## src/rtl/button_cmd_encoder.sv

```systemverilog
// Button front end: synchronizes and debounces six push-buttons, priority-encodes them
// to ASCII command bytes and emits one fixed-width command pulse per debounced press.
module button_cmd_encoder #(
    parameter int DEBOUNCE_CYCLES = 270000,
    parameter int HOLD_CYCLES     = 16
) (
    input  logic       clk,
    input  logic       reset,
    input  logic [5:0] btn,
    input  logic       asleep,
    output logic [7:0] cmd,
    output logic       cmd_valid,
    output logic       busy
);

    localparam int MAX_COUNT = (DEBOUNCE_CYCLES > HOLD_CYCLES) ? DEBOUNCE_CYCLES : HOLD_CYCLES;
    localparam int CW        = $clog2(MAX_COUNT + 1);

    localparam logic [CW-1:0] DEB_MAX  = CW'(DEBOUNCE_CYCLES);
    localparam logic [CW-1:0] DEB_LAST = CW'(DEBOUNCE_CYCLES - 1);
    localparam logic [CW-1:0] HOLD_MAX = CW'(HOLD_CYCLES);
    localparam logic [CW-1:0] ONE      = CW'(1);

    typedef enum logic [1:0] {
        IDLE    = 2'd0,
        QUAL    = 2'd1,
        EMIT    = 2'd2,
        RELEASE = 2'd3
    } state_t;

    state_t        state_reg;
    logic [5:0]    sync_reg;
    logic [5:0]    s_reg;
    logic [7:0]    cand_reg;
    logic [7:0]    cmd_reg;
    logic          valid_reg;
    logic [CW-1:0] cnt_reg;

    logic [5:0]    masked;
    logic [7:0]    code;

    // While asleep only the wake button may produce a command.
    assign masked = asleep ? (s_reg & 6'b10_0000) : s_reg;

    always_comb begin
        code = 8'h00;
        if      (masked[5]) code = 8'h77;
        else if (masked[4]) code = 8'h73;
        else if (masked[3]) code = 8'h62;
        else if (masked[2]) code = 8'h64;
        else if (masked[1]) code = 8'h70;
        else if (masked[0]) code = 8'h65;
    end

    always_ff @(posedge clk) begin
        if (!reset) begin
            state_reg <= IDLE;
            sync_reg  <= 6'd0;
            s_reg     <= 6'd0;
            cand_reg  <= 8'h00;
            cmd_reg   <= 8'h00;
            valid_reg <= 1'b0;
            cnt_reg   <= '0;
        end else begin
            sync_reg <= btn;
            s_reg    <= sync_reg;
            case (state_reg)
                IDLE: begin
                    if (code != 8'h00) begin
                        cand_reg  <= code;
                        cnt_reg   <= ONE;
                        state_reg <= QUAL;
                    end
                end
                QUAL: begin
                    if (code != cand_reg) begin
                        cnt_reg   <= '0;
                        state_reg <= IDLE;
                    end else if (cnt_reg == DEB_MAX) begin
                        cmd_reg   <= cand_reg;
                        valid_reg <= 1'b1;
                        cnt_reg   <= ONE;
                        state_reg <= EMIT;
                    end else begin
                        cnt_reg <= cnt_reg + ONE;
                    end
                end
                EMIT: begin
                    // Pulse width is fixed; buttons and asleep are ignored here.
                    if (cnt_reg == HOLD_MAX) begin
                        cmd_reg   <= 8'h00;
                        valid_reg <= 1'b0;
                        cnt_reg   <= '0;
                        state_reg <= RELEASE;
                    end else begin
                        cnt_reg <= cnt_reg + ONE;
                    end
                end
                RELEASE: begin
                    // Any activity restarts the all-released debounce window.
                    if (s_reg != 6'd0) begin
                        cnt_reg <= '0;
                    end else if (cnt_reg == DEB_LAST) begin
                        cnt_reg   <= '0;
                        state_reg <= IDLE;
                    end else begin
                        cnt_reg <= cnt_reg + ONE;
                    end
                end
                default: begin
                    cnt_reg   <= '0;
                    state_reg <= IDLE;
                end
            endcase
        end
    end

    assign cmd       = cmd_reg;
    assign cmd_valid = valid_reg;
    assign busy      = (state_reg != IDLE);

endmodule

```

## config.mk

```make
export PLATFORM = sky130hd
export DESIGN_NAME = button_cmd_encoder
export DESIGN_NICKNAME = d
export VERILOG_FILES = /design/src/rtl/button_cmd_encoder.sv
export SDC_FILE = /design/constraint.sdc
export NUM_CORES = 1
export LEC_CHECK = 0
export ABC_AREA = 1
export CAP_MARGIN = 0
export CELL_PAD_IN_SITES_DETAIL_PLACEMENT = 1
export CELL_PAD_IN_SITES_GLOBAL_PLACEMENT = 1
export CORE_ASPECT_RATIO = 1.1
export CORE_MARGIN = 8
export CORE_UTILIZATION = 42
export DETAILED_ROUTE_END_ITERATION = 7
export PLACE_DENSITY_LB_ADDON = 0.1
export SLEW_MARGIN = 10
export SYNTH_ARGS = -nofsm -noshare
export SYNTH_HDL_FRONTEND = slang
export SYNTH_SLANG_ARGS = --single-unit
```

## constraint.sdc

```tcl
create_clock -name clk -period 2.22 [get_ports clk]
set_input_delay 0.333 -clock clk [delete_from_list [all_inputs] [get_ports clk]]
set_output_delay 0.333 -clock clk [all_outputs]
set_load 0.05 [all_outputs]
```

==> flow_metrics.tcl <==
set metrics [dict create \
    comb_power_share_pct 26.9 \
    grt_pass1_wl_microns 16700 \
    io_buffers 16 \
    totalWireLength_microns 9880 \
    synth_edf_count 0 \
    io_pins 19 \
    route.vias.total 3326 \
    antenna_found_initial 0 \
    die_h_microns 105 \
    routedWlPerCell_microns 16.1 \
    power.leakage_nw 1.75 \
    cts_tree "done" \
    rsz0062_at_grt "no" \
    maxSlewViolCount 0 \
    synth_top_family_by_area "simple AND/OR/NAND/NOR gates" \
    drt_iter0_drc 188 \
    crit_buf_inv 1 \
    diodes 0 \
    gp_congestion 0.930 \
    synth_compound_area_share_pct 7.45 \
    power_mw 2.10 \
    htree_levels 2 \
    track_usage_pct 19.6 \
    drive_above_1_share_pct 13.3 \
    grt_pass1_vias 3502 \
    reg2reg_from "cnt_reg[10]$_SDFFE_PN0P_" \
    ys_top_cells_by_area "dfxtp_1 (29%), nand2_1 (15%), nand3_1 (10%), inv_1 (9.9%), nand4_1 (7.2%)" \
    cp_max_fo 7 \
    die_area_sq_um 10200 \
    crit_required_ps 2420 \
    max_cap_viol_count 0 \
    clock_sinks 44 \
    synth_common_cells "nand2_1 (118), inv_1 (80), nand3_1 (62), dfxtp_1 (44), nor2_1 (41)" \
    grt_max_degree 26 \
    clockBufferDepth 2 \
    synth_area_sq_um 3020 \
    dpl.cell_count 605 \
    global_route.usage.met1_pct 21.4 \
    clock_skew_ps 3.99 \
    path_cells "nand2_1, inv_1, nand3_1, nor2_2, nand4_1, nand2_1, nand3_1, nor2_2, nand3_1, nand3_1, nand2_1" \
    ys_types 35 \
    worstPathArrival_ps 2280 \
    grt_remaining_overflow 0 \
    post_drt_via_cell_ratio 5.43 \
    die_w_microns 96.9 \
    p_sw_share_pct 34.3 \
    synthCells 485 \
    dpl.hpwl_microns 7660 \
    initial_core_util_pct 43.1 \
    use_met3_pct 2.83 \
    synth_adder_area_share_pct 0.828 \
    remaining_drc_errors 0 \
    max_stage_delay_ps 410 \
    placementRows 32 \
    setup_slack_ps 149 \
    yosys.area.top_type "dfxtp_1" \
    synth_top_area_share_pct 29.2 \
    power_frac_clock_pct 32.2 \
    hold_viol 0 \
    start_kind "register" \
    crit_start "cnt_reg[10]$_SDFFE_PN0P_" \
    ys_warn_count 0 \
    critPathMostFrequentCell "nand3_1" \
    hold_buffers 0 \
    dp_slack_ps -23.7 \
    synth_ff_type "dfxtp_1" \
    syn2layout_area_growth_pct 19.2 \
    ys_ff_latch 44 \
    worstHoldStart "sync_reg[4]$_SDFF_PN0_" \
    ir_drop_v 0.000295 \
    antenna_left 0 \
    top_usage_layer "met2" \
    seq_power_share_pct 40.9 \
    power_switching_uw 720 \
    path_class "reg2reg" \
    path_delay_family "simple AND/OR/NAND/NOR gates" \
    worstSetupEndpointType "register" \
    first_pass_iters 4 \
    final_util_pct 51.4 \
    tns_ps 0 \
    fin_nets 538 \
    yosysMostFrequentCell "nand2_1" \
    setup_viol 0 \
    clk_pin_slew_worst_paths_ps 90 \
    max_slew_margin_pct 66.1 \
    cts.root.buffer_cell "clkbuf_8" \
    use_met2_pct 36.7 \
    worst_pin_slew_ps 506 \
    largest_register_ff_count 19 \
    clk_latency_ps 300 \
    synthSimpleGateAreaFrac_pct 44.9 \
    post-route-period-util_pct 93.3 \
    async_flop_share_pct 0 \
    core_area_sq_um 7010 \
    synthXorXnorAreaFrac_pct 2.61 \
    hold_path.class "reg2reg" \
    status "complete, no violations" \
    numCtsBuffers 5 \
    crit_slowest_cell "dfxtp_1" \
    fmax_mhz 483 \
    fin_crit_ps 2070 \
    layoutNonFillerInstCount 613 \
    ys_seq_area_share_pct 29.2 \
    avgSynthCellArea_sq_um 6.23 \
    internal_power_mw 1.38 \
    synth.area.mux_share_pct 0 \
    p_per_area_nw_per_um2 583 \
]
[per-stage QoR]
stage | instance area (sq um) | hold WS, ps
5_1_grt | 3600 | 448
2_1_floorplan | 3030 | 390
6_report | 3600 | 422
3_3_place_gp | 3480 | 400
3_5_place_dp | 3480 | 406
4_1_cts | 3600 | 426
[power groups by stage]
| stage | clock [mW] | combinational [mW] | sequential, mW |
|---|---|---|---|
| global placement | 0 | 0.557 | 0.876 |
| floorplan | 0 | 0.353 | 0.866 |
| global route | 0.716 | 0.618 | 0.862 |
| detailed placement | 0 | 0.569 | 0.876 |
| finish | 0.675 | 0.565 | 0.858 |
| CTS | 0.692 | 0.570 | 0.858 |
[worst paths after layout]
kind / slack (ps) / cells past startpoint / to
setup / recovery: 150 / 11 / register
hold / removal: 420 / 2 / s_reg[4]$_SDFF_PN0_
setup reg to reg: 150 / 11 / register
hold reg to reg: 420 / 2 / s_reg[4]$_SDFF_PN0_
[worst min-delay path: stages, from the launching register on]
cell and delay (ps):
dfxtp_1 310, nand2_1 50, inv_1 30
[placed cells by master, fill, tap and decap left out, drive strengths merged]
cell type / count
nand2: 125
inv: 84
nand3: 63
nor2: 50
dfxtp: 44
buf: 37
nand4: 36
a21oi: 16
clkdlybuf4s50: 15
o211ai: 11
o21ai: 8
xor2: 7
nor3: 7
clkbuf: 6
clkinv: 5
xnor2: 2
nor4: 2
ha: 2
conb: 2
o21bai: 1
o22ai: 1
and2: 1
nor3b: 1
a41oi: 1
bufinv: 1
[routing by layer]
metal,vias up,share of wire [%]
met5,-,0
met4,0,2.9
li1,1642,-
met2,60,52
met1,1603,41
met3,21,3.6
[area by class of cell]
type / count / area, sq um
inverter: 88 / 333
tap: 85 / 106
multi-input combinational: 336 / 1690
fill: 943 / 3400
timing repair buffer: 52 / 465
clock buffer: 6 / 82.6
clock inverter: 2 / 38.8
sequential: 44 / 882
[logic make-up (layout without fill, tap and decap cells)]
kind of cell | count (synthesis) | count (layout)
xor+xnor | 9 | 9
buf+inv | 106 | 148
fa+ha+maj | 2 | 2
flops | 44 | 44
simple gates | 285 | 285
compound gates | 38 | 38
other cells | 1 | 2
[timing repair]
| action | CTS | global route |
|---|---|---|
| resized for setup | 0 | 1 |
| setup buffers | 0 | 0 |
| endpoints found under the setup margin | 0 | 1 |
(Power assumes the default switching activity.)
